--- src/rtl/mem_arb_pkg.sv ---
// Shared encodings for the instruction/data cache memory-port arbiter.
package mem_arb_pkg;

  localparam logic [1:0] IDLE      = 2'd0;
  localparam logic [1:0] REQ       = 2'd1;
  localparam logic [1:0] WAIT_RESP = 2'd2;

  typedef enum logic {
    OWN_IC = 1'b0,
    OWN_DC = 1'b1
  } owner_e;

  localparam logic MEM_READ  = 1'b0;
  localparam logic MEM_WRITE = 1'b1;

endpackage

--- src/rtl/mem_arb_if.sv ---
// Cache-side and memory-side handshake bundle of the arbiter.
interface mem_arb_if #(
  parameter int ADDR_WIDTH = 28,
  parameter int DATA_WIDTH = 128,
  parameter int MASK_WIDTH = DATA_WIDTH / 8
);

  logic                  ic_req_valid;
  logic                  ic_req_ready;
  logic [ADDR_WIDTH-1:0] ic_req_addr;
  logic                  ic_resp_valid;
  logic [DATA_WIDTH-1:0] ic_resp_data;

  logic                  dc_req_valid;
  logic                  dc_req_ready;
  logic                  dc_req_rw;
  logic [ADDR_WIDTH-1:0] dc_req_addr;
  logic [DATA_WIDTH-1:0] dc_req_data;
  logic [MASK_WIDTH-1:0] dc_req_mask;
  logic                  dc_resp_valid;
  logic [DATA_WIDTH-1:0] dc_resp_data;

  logic                  mem_req_valid;
  logic                  mem_req_ready;
  logic                  mem_req_rw;
  logic [ADDR_WIDTH-1:0] mem_req_addr;
  logic [DATA_WIDTH-1:0] mem_req_data;
  logic [MASK_WIDTH-1:0] mem_req_mask;
  logic                  mem_resp_valid;
  logic [DATA_WIDTH-1:0] mem_resp_data;

  logic                  protocol_err;

  // The arbiter itself.
  modport slave (
    input  ic_req_valid, ic_req_addr,
    output ic_req_ready, ic_resp_valid, ic_resp_data,
    input  dc_req_valid, dc_req_rw, dc_req_addr, dc_req_data, dc_req_mask,
    output dc_req_ready, dc_resp_valid, dc_resp_data,
    output mem_req_valid, mem_req_rw, mem_req_addr, mem_req_data, mem_req_mask,
    input  mem_req_ready, mem_resp_valid, mem_resp_data,
    output protocol_err
  );

  // The surrounding caches and memory.
  modport master (
    output ic_req_valid, ic_req_addr,
    input  ic_req_ready, ic_resp_valid, ic_resp_data,
    output dc_req_valid, dc_req_rw, dc_req_addr, dc_req_data, dc_req_mask,
    input  dc_req_ready, dc_resp_valid, dc_resp_data,
    input  mem_req_valid, mem_req_rw, mem_req_addr, mem_req_data, mem_req_mask,
    output mem_req_ready, mem_resp_valid, mem_resp_data,
    input  protocol_err
  );

endinterface

--- src/rtl/mem_arb_pick.sv ---
// Owner picker: dcache has priority unless its contested streak is exhausted.
module mem_arb_pick
  import mem_arb_pkg::*;
(
  input  logic   ic_valid,
  input  logic   dc_valid,
  input  logic   streak_max,
  output owner_e owner
);

  always_comb begin
    owner = OWN_DC;
    if (ic_valid && (!dc_valid || streak_max)) begin
      owner = OWN_IC;
    end
  end

endmodule

--- src/rtl/mem_arbiter.sv ---
// Single-outstanding arbiter sharing one memory port between icache and dcache.
module mem_arbiter
  import mem_arb_pkg::*;
#(
  parameter int ADDR_WIDTH    = 28,
  parameter int DATA_WIDTH    = 128,
  parameter int MASK_WIDTH    = DATA_WIDTH / 8,
  parameter int DC_STREAK_MAX = 4
) (
  input logic      clk,
  input logic      rst,
  mem_arb_if.slave bus
);

  localparam int STREAK_W = $clog2(DC_STREAK_MAX + 1);

  logic [1:0]            state_reg, state_next;
  owner_e                owner_reg, owner_next;
  owner_e                pick_owner;
  logic [STREAK_W-1:0]   streak_reg, streak_next;
  logic                  perr_reg, perr_next;
  logic                  at_max;

  logic                  is_dc;
  logic                  in_req;
  logic                  in_wait;
  logic                  accept;
  logic                  req_rw;
  logic [ADDR_WIDTH-1:0] req_addr;
  logic [DATA_WIDTH-1:0] req_data;
  logic [MASK_WIDTH-1:0] req_mask;

  assign at_max = (streak_reg == STREAK_W'(DC_STREAK_MAX));

  mem_arb_pick u_pick (
    .ic_valid   (bus.ic_req_valid),
    .dc_valid   (bus.dc_req_valid),
    .streak_max (at_max),
    .owner      (pick_owner)
  );

  always_comb begin
    state_next  = state_reg;
    owner_next  = owner_reg;
    streak_next = streak_reg;
    perr_next   = perr_reg | (bus.mem_resp_valid && (state_reg != WAIT_RESP));
    case (state_reg)
      IDLE: begin
        if (bus.ic_req_valid || bus.dc_req_valid) begin
          owner_next = pick_owner;
          state_next = REQ;
          // Only a dcache win over a waiting icache extends the streak.
          if (pick_owner == OWN_DC && bus.ic_req_valid) begin
            streak_next = at_max ? streak_reg : streak_reg + STREAK_W'(1);
          end else begin
            streak_next = '0;
          end
        end
      end
      REQ: begin
        if (bus.mem_req_ready) begin
          state_next = (req_rw == MEM_WRITE) ? IDLE : WAIT_RESP;
        end
      end
      WAIT_RESP: begin
        if (bus.mem_resp_valid) begin
          state_next = IDLE;
        end
      end
      default: state_next = IDLE;
    endcase
  end

  always_ff @(posedge clk) begin
    if (rst) begin
      state_reg  <= IDLE;
      owner_reg  <= OWN_IC;
      streak_reg <= '0;
      perr_reg   <= 1'b0;
    end else begin
      state_reg  <= state_next;
      owner_reg  <= owner_next;
      streak_reg <= streak_next;
      perr_reg   <= perr_next;
    end
  end

  // Handshakes are gated by rst so a transaction being abandoned forwards nothing.
  assign is_dc   = (owner_reg == OWN_DC);
  assign in_req  = (state_reg == REQ) && !rst;
  assign in_wait = (state_reg == WAIT_RESP) && !rst;
  assign accept  = in_req && bus.mem_req_ready;

  assign req_rw   = is_dc ? bus.dc_req_rw : MEM_READ;
  assign req_addr = is_dc ? bus.dc_req_addr : bus.ic_req_addr;
  assign req_data = is_dc ? bus.dc_req_data : '0;

  generate
    for (genvar gi = 0; gi < MASK_WIDTH; gi++) begin : g_mask
      assign req_mask[gi] = is_dc && (bus.dc_req_rw == MEM_WRITE) && bus.dc_req_mask[gi];
    end
  endgenerate

  assign bus.mem_req_valid = in_req;
  assign bus.mem_req_rw    = req_rw;
  assign bus.mem_req_addr  = req_addr;
  assign bus.mem_req_data  = req_data;
  assign bus.mem_req_mask  = req_mask;

  assign bus.ic_req_ready  = accept && !is_dc;
  assign bus.dc_req_ready  = accept && is_dc;

  assign bus.ic_resp_valid = in_wait && bus.mem_resp_valid && !is_dc;
  assign bus.dc_resp_valid = in_wait && bus.mem_resp_valid && is_dc;
  assign bus.ic_resp_data  = bus.mem_resp_data;
  assign bus.dc_resp_data  = bus.mem_resp_data;

  assign bus.protocol_err  = perr_reg;

endmodule

--- src/flat_wrapper.sv ---
// flat-port wrapper written by rule: the top's interface ports become plain ports
module mem_arbiter_flat import mem_arb_pkg::*;
#(
  parameter int ADDR_WIDTH    = 28,
  parameter int DATA_WIDTH    = 128,
  parameter int MASK_WIDTH    = DATA_WIDTH / 8,
  parameter int DC_STREAK_MAX = 4
)
  (clk, rst, bus_ic_req_valid, bus_ic_req_addr, bus_ic_req_ready, bus_ic_resp_valid, bus_ic_resp_data, bus_dc_req_valid, bus_dc_req_rw, bus_dc_req_addr, bus_dc_req_data, bus_dc_req_mask, bus_dc_req_ready, bus_dc_resp_valid, bus_dc_resp_data, bus_mem_req_valid, bus_mem_req_rw, bus_mem_req_addr, bus_mem_req_data, bus_mem_req_mask, bus_mem_req_ready, bus_mem_resp_valid, bus_mem_resp_data, bus_protocol_err);
  mem_arb_if #(.ADDR_WIDTH(ADDR_WIDTH), .DATA_WIDTH(DATA_WIDTH), .MASK_WIDTH(MASK_WIDTH)) bus_i ();
  input logic clk;
  input logic rst;
  input wire logic [$bits(bus_i.ic_req_valid)-1:0] bus_ic_req_valid;
  input wire logic [$bits(bus_i.ic_req_addr)-1:0] bus_ic_req_addr;
  output wire logic [$bits(bus_i.ic_req_ready)-1:0] bus_ic_req_ready;
  output wire logic [$bits(bus_i.ic_resp_valid)-1:0] bus_ic_resp_valid;
  output wire logic [$bits(bus_i.ic_resp_data)-1:0] bus_ic_resp_data;
  input wire logic [$bits(bus_i.dc_req_valid)-1:0] bus_dc_req_valid;
  input wire logic [$bits(bus_i.dc_req_rw)-1:0] bus_dc_req_rw;
  input wire logic [$bits(bus_i.dc_req_addr)-1:0] bus_dc_req_addr;
  input wire logic [$bits(bus_i.dc_req_data)-1:0] bus_dc_req_data;
  input wire logic [$bits(bus_i.dc_req_mask)-1:0] bus_dc_req_mask;
  output wire logic [$bits(bus_i.dc_req_ready)-1:0] bus_dc_req_ready;
  output wire logic [$bits(bus_i.dc_resp_valid)-1:0] bus_dc_resp_valid;
  output wire logic [$bits(bus_i.dc_resp_data)-1:0] bus_dc_resp_data;
  output wire logic [$bits(bus_i.mem_req_valid)-1:0] bus_mem_req_valid;
  output wire logic [$bits(bus_i.mem_req_rw)-1:0] bus_mem_req_rw;
  output wire logic [$bits(bus_i.mem_req_addr)-1:0] bus_mem_req_addr;
  output wire logic [$bits(bus_i.mem_req_data)-1:0] bus_mem_req_data;
  output wire logic [$bits(bus_i.mem_req_mask)-1:0] bus_mem_req_mask;
  input wire logic [$bits(bus_i.mem_req_ready)-1:0] bus_mem_req_ready;
  input wire logic [$bits(bus_i.mem_resp_valid)-1:0] bus_mem_resp_valid;
  input wire logic [$bits(bus_i.mem_resp_data)-1:0] bus_mem_resp_data;
  output wire logic [$bits(bus_i.protocol_err)-1:0] bus_protocol_err;
  assign bus_i.ic_req_valid = bus_ic_req_valid;
  assign bus_i.ic_req_addr = bus_ic_req_addr;
  assign bus_ic_req_ready = bus_i.ic_req_ready;
  assign bus_ic_resp_valid = bus_i.ic_resp_valid;
  assign bus_ic_resp_data = bus_i.ic_resp_data;
  assign bus_i.dc_req_valid = bus_dc_req_valid;
  assign bus_i.dc_req_rw = bus_dc_req_rw;
  assign bus_i.dc_req_addr = bus_dc_req_addr;
  assign bus_i.dc_req_data = bus_dc_req_data;
  assign bus_i.dc_req_mask = bus_dc_req_mask;
  assign bus_dc_req_ready = bus_i.dc_req_ready;
  assign bus_dc_resp_valid = bus_i.dc_resp_valid;
  assign bus_dc_resp_data = bus_i.dc_resp_data;
  assign bus_mem_req_valid = bus_i.mem_req_valid;
  assign bus_mem_req_rw = bus_i.mem_req_rw;
  assign bus_mem_req_addr = bus_i.mem_req_addr;
  assign bus_mem_req_data = bus_i.mem_req_data;
  assign bus_mem_req_mask = bus_i.mem_req_mask;
  assign bus_i.mem_req_ready = bus_mem_req_ready;
  assign bus_i.mem_resp_valid = bus_mem_resp_valid;
  assign bus_i.mem_resp_data = bus_mem_resp_data;
  assign bus_protocol_err = bus_i.protocol_err;
  mem_arbiter #(.ADDR_WIDTH(ADDR_WIDTH), .DATA_WIDTH(DATA_WIDTH), .MASK_WIDTH(MASK_WIDTH), .DC_STREAK_MAX(DC_STREAK_MAX)) u_core (.clk(clk), .rst(rst), .bus(bus_i));
endmodule
--- config.mk ---
export PLATFORM = sky130hd
export DESIGN_NAME = mem_arbiter_flat
export DESIGN_NICKNAME = d
export VERILOG_FILES = /design/src/rtl/mem_arb_pkg.sv /design/src/rtl/mem_arb_if.sv /design/src/rtl/mem_arb_pick.sv /design/src/rtl/mem_arbiter.sv /design/src/flat_wrapper.sv
export SDC_FILE = /design/constraint.sdc
export NUM_CORES = 1
export LEC_CHECK = 0
export CAP_MARGIN = 20
export CORE_AREA = 4 4 300 302
export CTS_BUF_LIST = sky130_fd_sc_hd__clkbuf_4 sky130_fd_sc_hd__clkbuf_8
export CTS_CLUSTER_DIAMETER = 80
export DETAILED_ROUTE_END_ITERATION = 10
export DIE_AREA = 0 0 304 306
export DONT_BUFFER_PORTS = 1
export GPL_TIMING_DRIVEN = 0
export PLACE_DENSITY_LB_ADDON = 0.12
export RECOVER_POWER = 25
export REMOVE_ABC_BUFFERS = 1
export SETUP_SLACK_MARGIN = 0.3
export SKIP_CTS_REPAIR_TIMING = 1
export SYNTH_ARGS = -nofsm -noshare
export SYNTH_HDL_FRONTEND = slang
export SYNTH_SLANG_ARGS = --single-unit
--- constraint.sdc ---
create_clock -name clk -period 3.4 [get_ports clk]
set_input_delay 0.34 -clock clk [delete_from_list [all_inputs] [get_ports clk]]
set_output_delay 0.34 -clock clk [all_outputs]
set_load 0.005 [all_outputs]
==> results of run 1 <==
[area by class of cell]
cell class	count	area [µm²]
Sequential cell	7	144
Antenna cell	10	25.0
Inverter	2	7.51
Multi-Input combinational cell	203	1450
Clock buffer	4	48.8
Timing Repair Buffer	1	27.5
Fill cell	10400	84500
Tap cell	1165	1460
[worst max-delay path, delay by kind of cell, from the launching register on]
kind / cells / cell delay [ns]
buffers and inverters: 1 / 0.32
flip-flops: 1 / 0.78
multiplexers: 1 / 0.43
[synth_stat cells]
master	count	area (µm²)
nand2b_1	1	6.26
ha_1	2	25.0
nand2_1	2	7.51
inv_1	2	7.51
o211a_1	1	10.0
and3_1	17	106
nor2_2	1	6.26
nor2_1	4	15.0
buf_4	256	1920
nor4_1	1	6.26
buf_2	4	20.0
or2_2	1	6.26
a211o_1	1	8.76
dfxtp_1	7	140
nor4b_1	1	8.76
a22o_1	1	8.76
clkbuf_1	17	63.8
o32a_1	1	10.0
and4bb_2	1	12.5
nand4bb_1	1	11.3
and2_1	130	813
a21bo_2	1	10.0
nor3_2	1	10.0
a21oi_1	3	15.0
mux2_2	29	327
nor3b_1	1	7.51
buf_6	1	11.3
or4b_4	1	13.8
a311oi_1	1	8.76
[how the worst max path moves through the flow]
| stage | to | cells after the start | start | slack (ns) |
|---|---|---|---|---|
| after floorplan | bus_dc_resp_valid | 1 | u_core.is_dc$_SDFFE_PP0P_ | 0.17 |
| after global placement | bus_mem_req_addr[11] | 1 | u_core.is_dc$_SDFFE_PP0P_ | -1.65 |
| after detailed placement | bus_mem_req_addr[19] | 2 | u_core.is_dc$_SDFFE_PP0P_ | 1.41 |
| after CTS | bus_mem_req_addr[19] | 2 | u_core.is_dc$_SDFFE_PP0P_ | 1.16 |
| after global routing | bus_mem_req_data[99] | 2 | u_core.is_dc$_SDFFE_PP0P_ | 1.03 |
| final | bus_mem_req_addr[6] | 2 | u_core.is_dc$_SDFFE_PP0P_ | 1.21 |
[power by group]
part | internal (mW) | switching, mW | total, mW
Combinational | 0.110 | 0.196 | 0.306
Sequential | 0.0879 | 0.0289 | 0.117
Clock | 0.0894 | 0.0391 | 0.128
Total | 0.287 | 0.264 | 0.551
[metrics by stage]
step / hold slack [ns] / util (%) / std cells
after CTS: 0.167 / 3.58 / 1382
after global routing: 0.170 / 3.60 / 1389
after floorplan: 0.412 / - / 212
final: 0.180 / 3.61 / 1392
after detailed placement: 0.410 / 3.52 / 1378
after global placement: 0.415 / 3.49 / 1377
[kinds of logic (layout without fill, tap and decap cells)]
logic type / after synthesis / in the layout / share of synthesized area (%)
and+or+nand+nor: 163 / 163 / 28.5
AOI/OAI and AO/OA: 9 / 9 / 1.97
adders and majority gates: 2 / 2 / 0.691
muxes: 29 / 29 / 9.02
buffers and inverters: 280 / 7 / 55.9
DFF: 7 / 7 / 3.87
other: 0 / 10 / 0
[per-layer routing]
metal  up-vias  track usage, %  wire, µm
li1        735               -         -
met3       108            17.3     17600
met2       825            27.9     38200
met4        22            6.68      4280
met1      1164            9.33     16500
met5         -            8.09      1070
==> metrics.md, run 1 <==
| Metric | Value |
|---|---|
| Most frequent cells in the layout | and2_1 (130), mux2_2 (29), and3_1 (17) |
| Distinct cell type count after synthesis | 29 |
| Layout area overhead | -12.6% |
| Worst min path class | input port to register |
| #FFs+latches synth | 7 |
| Initial antenna violation count | 24 |
| Final ANT Viol Nets | 0 |
| Worst setup path category | register to primary output |
| Fin. Hold Viols | 0 |
| Global-route wire length before repair | 83700 µm |
| Die X | 304 µm |
| Final Skew | 0.00349 ns |
| Critical path fanouts, max | 119 |
| Die Span Y | 306 µm |
| Synth Instances | 490 |
| Status | complete, no violations |
| Reg clk slew, reported paths | 0.04 ns |
| GP Congestion | 0.673 |
| H-tree Lvls | 1 |
| Worst VDD drop | 0.0000901 V |
| Via Count | 2854 |
| CTS Buf Count | 3 |
| Worst Hold Launch | rst |
| Power Dens Cells | 174 mW/mm² |
| Max Buffers Root-to-Sink | 2 |
| Layout cells sized above 1 | 18.9% |
| Worst-Margin Slew | 0.673 ns |
| Die area | 0.0930 mm² |
| Crit path launch type | register |
| DR DRC count | 0 |
| Cell count of the worst reg-to-reg path | 3 |
| Fin crit share | 64.5% |
| Via density | 2.05 |
| Total wire length | 77700 µm |
| Core area | 0.0877 mm² |
| Worst r2r dst | u_core.state_reg[1]$_SDFFE_PP0P_ |
| Starting Density | 4.13% |
| Maximum clock frequency | 456 MHz |
| Commonest non-fill, non-tap cell in the layout | and2_1 |
| Critical-path top delay cell | dfxtp_4 |
| I/O pins | 770 |
| Slew Limit Fails | 0 |
| CP max stage delay | 0.78 ns |
| Crit. End Element | primary output |
| Root Buffer | clkbuf_8 |
| Num rows | 109 |
| 1st-pass router iterations | 4 |
| Fin worst setup slack | 1.21 ns |
| Port bufs | 0 |
| Vias in the first global route | 2524 |
| Max_cap viols | 0 |
| Seq/Total Area, Yosys | 3.87% |
| Avg WL per Cell | 55.8 µm |
| Final instance area | 0.00316 mm² |
| Initial drt markers | 157 |
| Syn avg cell area | 7.38 µm² |
| Clock Sinks | 7 |
| Critical-path cell list | buf_16 > mux2_2 |
| Post-DP HPWL | 72300 µm |
| Cell Area, Synth | 0.00362 mm² |
| CP Data Required Time | 3.06 ns |
| Worst r2r src | u_core.is_dc$_SDFFE_PP0P_ |
| CP arrival | 1.85 ns |
| Hold Path End | u_core.bus.protocol_err$_SDFF_PP0_ |
| Worst skew pair latency | 0.23 ns |
| Place WS | 1.41 ns |
| Slew HR | 55.1% |
| GRT Residual Overflow | 0 |
| Largest net degree at the start of global routing | 120 |
| TritonCTS clock tree | yes |
| Post-DP Area | 0.00309 mm² |
| R2R Setup Slk | 2.03 ns |
| Syn. warnings | 0 |
| Hold Crit Depth | 1 |
| TNS Setup | 0 ns |
| Max reg flops | 3 |
| RSZ-0062 raised after global routing | false |
| Final #Nets | 555 |
| Final setup vio count | 0 |
| Leakage | 0.759 nW |
| Crit path time final | 2.19 ns |
| Pwr Total | 0.551 mW |
| Total GRT Usage | 15.8% |
Power figures use the tool's default switching activity.
==> run 2: changes to the inputs <==
clock period = 2.1 ns   (was 3.4 ns; I/O delays follow)
==> metrics.md, run 2 (same netlist as run 1, synthesis figures left out) <==
| Metric | Value |
|---|---|
| Status | complete, no violations |
| Power Dens Cells | 290 mW/mm² (+66%) |
| 1st-pass router iterations | 4 (unchanged) |
| Crit path launch type | register |
| I/O pins | 770 (unchanged) |
| Slew Limit Fails | 0 (unchanged) |
| CP arrival | 1.43 ns (-0.42 ns) |
| Worst-Margin Slew | 0.416 ns (-0.256 ns) |
| Final core utilization | 3.68% (+0.067 points) |
| Met3 routed WL | 17700 µm (+0.61%) |
| Worst min path class | input port to register |
| GP Congestion | 0.673 (unchanged) |
| Total GRT Usage | 15.8% (unchanged) |
| Critical-path cell list | buf_16 > mux2_2 |
| Post-DP HPWL | 72300 µm (unchanged) |
| Final ANT Viol Nets | 0 (unchanged) |
| Fin crit share | 78.3% |
| Final #Nets | 558 (+0.54%) |
| Die area | 0.0930 mm² (unchanged) |
| Starting Density | 4.13% (unchanged) |
| Reg clk slew, reported paths | 0.04 ns (about the same) |
| Port bufs | 0 (unchanged) |
| Layout cells sized above 1 | 20.5% (+1.6 points) |
| TNS Setup | 0 ns (unchanged) |
| Fin worst setup slack | 0.456 ns (-0.751 ns) |
| Avg WL per Cell | 56.0 µm (+0.35%) |
| Vias in the first global route | 2524 (unchanged) |
| Critical path fanouts, max | 119 (unchanged) |
| DRT met1 WL | 16600 µm (+0.42%) |
| Core area | 0.0877 mm² (unchanged) |
| Largest net degree at the start of global routing | 120 (unchanged) |
| GRT Residual Overflow | 0 (unchanged) |
| Worst VDD drop | 0.000122 V (+35%) |
| Num rows | 109 (unchanged) |
| Die Span Y | 306 µm (unchanged) |
| TritonCTS clock tree | yes |
| Via density | 2.06 (+0.69%) |
| Most frequent cells in the layout | and2_1 (129), mux2_2 (29), and3_1 (17) |
| Max reg flops | 3 (unchanged) |
| DR DRC count | 0 (unchanged) |
| Leakage | 0.785 nW (+3.5%) |
| Initial antenna violation count | 24 (unchanged) |
| Max_cap viols | 0 (unchanged) |
| Critical-path top delay cell | mux2_2 |
| Layout area overhead | -10.9% |
| Root Buffer | clkbuf_8 |
| RSZ-0062 raised after global routing | false |
| Die X | 304 µm (unchanged) |
| CTS Buf Count | 3 (unchanged) |
| Slew HR | 72.0% (+17 points) |
| CP max stage delay | 0.43 ns (-0.35 ns) |
| Clock Sinks | 7 (unchanged) |
| WL met2 | 38800 µm (+1.7%) |
| Total wire length | 78200 µm (+0.64%) |
| Fin. Hold Viols | 0 (unchanged) |
| Fillers | 10400 (-0.067%) |
| Cell count after placement | 1378 (unchanged) |
| Via Count | 2882 (+0.98%) |
| Max Buffers Root-to-Sink | 2 (unchanged) |
| Place WS | 0.240 ns (-1.17 ns) |
| Crit. End Element | primary output |
| Commonest non-fill, non-tap cell in the layout | and2_1 |
| Global-route wire length before repair | 83700 µm (unchanged) |
| R2R Setup Slk | 0.84 ns (-1.19 ns) |
| Maximum clock frequency | 608 MHz |
| H-tree Lvls | 1 (unchanged) |
| Final setup vio count | 0 (unchanged) |
| Crit path time final | 1.64 ns |
| Final cell count without fillers | 1396 (+0.29%) |
| Worst skew pair latency | 0.23 ns (about the same) |
| DR top layer | met5 |
| Worst setup path category | register to primary output |
| Initial drt markers | 167 (+6.4%) |
| Final Skew | 0.00250 ns (-0.000987 ns) |
| CP Data Required Time | 1.89 ns (-1.17 ns) |
run 2: cell types whose count changed in the layout (fill, tap and decap cells not counted), sizes merged:
cell and delta:
buf +3, diode +1
run 2: power by group:
part	switching, mW	total [mW]	internal, mW
Sequential	0.0154	0.158	0.142
Combinational	0.368	0.568	0.200
Clock	0.0644	0.209	0.145
Total	0.447	0.935	0.488
run 2: final timing paths:
path / endpoint / start / cells after the start
hold reg to reg: u_core.streak_reg[1]$_SDFFE_PP0P_ / u_core.streak_reg[1]$_SDFFE_PP0P_ / 1
setup reg to reg: u_core.streak_reg[0]$_SDFFE_PP0P_ / u_core.state_reg[1]$_SDFFE_PP0P_ / 3
setup / recovery: bus_mem_req_addr[6] / u_core.is_dc$_SDFFE_PP0P_ / 2
hold / removal: u_core.is_dc$_SDFFE_PP0P_ / rst / 1
run 2: critical path, delay by kind of cell (launching register included):
kind                   cells  cell delay (ns)
buffers and inverters      1             0.26
DFF                        1             0.42
muxes                      1             0.43
run 2: layout make-up:
type                       count  area [µm²]  area share, %
antenna                       11        27.5          0.854
tap                         1165        1460           45.2
multi-input combinational    203        1460           45.1
sequential                     7         144           4.46
clock buffer                   4        48.8           1.51
inverter                       2        7.51          0.233
timing repair buffer           4        82.6           2.56
run 2: through the flow:
step | total power [mW] | cell area [µm²] | hold WS [ns]
after floorplan | 0.487 | 1600 | 0.282
after global placement | 0.737 | 3060 | 0.285
after detailed placement | 0.709 | 3090 | 0.280
after CTS | 0.929 | 3140 | 0.0371
after global routing | 1.01 | 3210 | 0.0400
final | 0.935 | 3220 | 0.0486
run 2: layer usage:
metal | global-route usage [%] | up-vias
li1 | - | 744
met1 | 9.33 | 1185
met2 | 27.9 | 829
met3 | 17.3 | 102
met4 | 6.68 | 22
met5 | 8.09 | -
==> run 3: changes to the inputs <==
clock period = 1.65 ns   (was 2.1 ns; I/O delays follow)
==> metrics.md, run 3 (same netlist as run 1, synthesis figures left out) <==
| Metric | Value |
|---|---|
| Status | complete, no violations |
| Fin. Hold Viols | 0 (unchanged) |
| R2R Setup Slk | 0.34 ns (-0.50 ns) |
| Commonest non-fill, non-tap cell in the layout | and2_1 |
| CP Data Required Time | 1.48 ns (-0.41 ns) |
| Die Span Y | 306 µm (unchanged) |
| Die area | 0.0930 mm² (unchanged) |
| Num rows | 109 (unchanged) |
| Slew HR | 71.5% (-0.53 points) |
| Slew Limit Fails | 0 (unchanged) |
| Maximum clock frequency | 669 MHz |
| Final setup vio count | 0 (unchanged) |
| Total wire length | 82500 µm (+5.5%) |
| Core area | 0.0877 mm² (unchanged) |
| Worst r2r dst | u_core.state_reg[1]$_SDFFE_PP0P_ |
| Layout area overhead | 9.58% |
| Most frequent cells in the layout | and2_1 (77), and2_4 (49), mux2_4 (19) |
| TritonCTS clock tree | yes |
| Global-route wire length before repair | 83700 µm (unchanged) |
| Final core utilization | 4.52% (+0.85 points) |
| Cell count of the worst reg-to-reg path | 5 (+2) |
| Vias in the first global route | 2524 (unchanged) |
| Final #Nets | 583 (+4.5%) |
| Max_cap viols | 0 (unchanged) |
| CP arrival | 1.33 ns (-0.10 ns) |
| Crit. End Element | primary output |
| Final cell count without fillers | 1420 (+1.7%) |
| Power Dens Cells | 431 mW/mm² (+49%) |
| Crit path launch type | register |
| Port bufs | 0 (unchanged) |
| Fin crit share | 90.6% |
| Critical-path top delay cell | dfxtp_4 |
| Starting Density | 4.13% (unchanged) |
| Worst min path class | input port to register |
| Leakage | 1.15 nW (+47%) |
| Critical path fanouts, max | 7 (-94%) |
| Fillers | 10400 (-0.47%) |
| Crit-path leading delay family | flip-flops |
| Worst skew pair latency | 0.23 ns (about the same) |
| Root Buffer | clkbuf_8 |
| H-tree Lvls | 1 (unchanged) |
| Clock Sinks | 7 (unchanged) |
| Die X | 304 µm (unchanged) |
| Worst VDD drop | 0.000170 V (+40%) |
| Crit. path cell count | 3 (+1) |
| Worst r2r src | u_core.is_dc$_SDFFE_PP0P_ |
| Reg clk slew, reported paths | 0.04 ns (about the same) |
| GP Congestion | 0.673 (unchanged) |
| Cell count after placement | 1378 (unchanged) |
| RSZ-0062 raised after global routing | true |
| Worst Hold Launch | bus_ic_req_valid |
| Initial drt markers | 175 (+4.8%) |
| CP startpoint | u_core.is_dc$_SDFFE_PP0P_ |
| Worst-Margin Slew | 0.431 ns (+0.0147 ns) |
| Worst Path Buf+Inv | 2 (+1) |
| Layout cells sized above 1 | 54.3% (+34 points) |
| Total GRT Usage | 15.8% (unchanged) |
| CTS Buf Count | 3 (unchanged) |
| I/O pins | 770 (unchanged) |
| DR DRC count | 0 (unchanged) |
| Post-DP HPWL | 72300 µm (unchanged) |
| Largest net degree at the start of global routing | 120 (unchanged) |
| Final Skew | 0.00384 ns (+0.00134 ns) |
| Avg WL per Cell | 58.1 µm (+3.7%) |
| CP max stage delay | 0.39 ns (-0.04 ns) |
| Via Count | 3106 (+7.8%) |
| CP Capture Point | bus_mem_req_addr[11] |
| Critical-path cell list | buf_12 > clkbuf_16 > mux2_4 |
| Worst setup path category | register to primary output |
| Max reg flops | 3 (unchanged) |
| Max Buffers Root-to-Sink | 2 (unchanged) |
| Initial antenna violation count | 16 (-33%) |
| GRT Residual Overflow | 0 (unchanged) |
| Crit path time final | 1.49 ns |
| Final ANT Viol Nets | 0 (unchanged) |
| Via density | 2.19 (+6.0%) |
| 1st-pass router iterations | 4 (unchanged) |
## run 3: cell types whose count changed in the layout (fill, tap and decap cells not counted), moves of 9 or more
cell    change
and2_1     -52
and2_4     +49
mux2_2     -19
mux2_4     +19
buf_12      +9
## run 3: cell type report
class                           instances  area, µm²  area share [%]
Inverter                                2       7.51           0.189
Antenna cell                           10       25.0           0.631
Tap cell                             1165       1460            36.8
Clock buffer                            4       48.8            1.23
Sequential cell                         7        145            3.66
Timing Repair Buffer                   29        556            14.0
Multi-Input combinational cell        203       1730            43.5
## run 3: through the flow
step	setup WS (ns)	hold slack, ns	cell area, µm²	total power [mW]	setup TNS, ns
after global placement	-3.23	0.240	3060	0.938	-523.81
final	0.156	0.0440	3970	1.71	0
after global routing	0.134	0.0417	3960	1.81	0
after detailed placement	-0.165	0.235	3090	0.902	-1.88
after floorplan	-1.40	0.237	1600	0.619	-219.59
after CTS	-0.415	-0.00792	3140	1.18	-29.24
## run 3: power breakdown
part           switching, mW  internal [mW]
Sequential            0.0172          0.181
Combinational          0.659          0.586
Clock                 0.0804          0.184
Total                  0.756          0.952
## run 3: worst min path at each step
stage	end	slack, ns	cells after the start
after CTS	u_core.bus.protocol_err$_SDFF_PP0_	-0.008	1
after detailed placement	u_core.is_dc$_SDFFE_PP0P_	0.24	1
final	u_core.is_dc$_SDFFE_PP0P_	0.04	1
after floorplan	u_core.is_dc$_SDFFE_PP0P_	0.24	1
after global routing	u_core.is_dc$_SDFFE_PP0P_	0.04	1
after global placement	u_core.bus.protocol_err$_SDFF_PP0_	0.24	1
## run 3: layer usage
metal	GRT usage, %	part of all wire [%]
met5	8.09	1.4
met4	6.68	5.7
met3	17.3	20
met2	27.9	49
met1	9.33	23
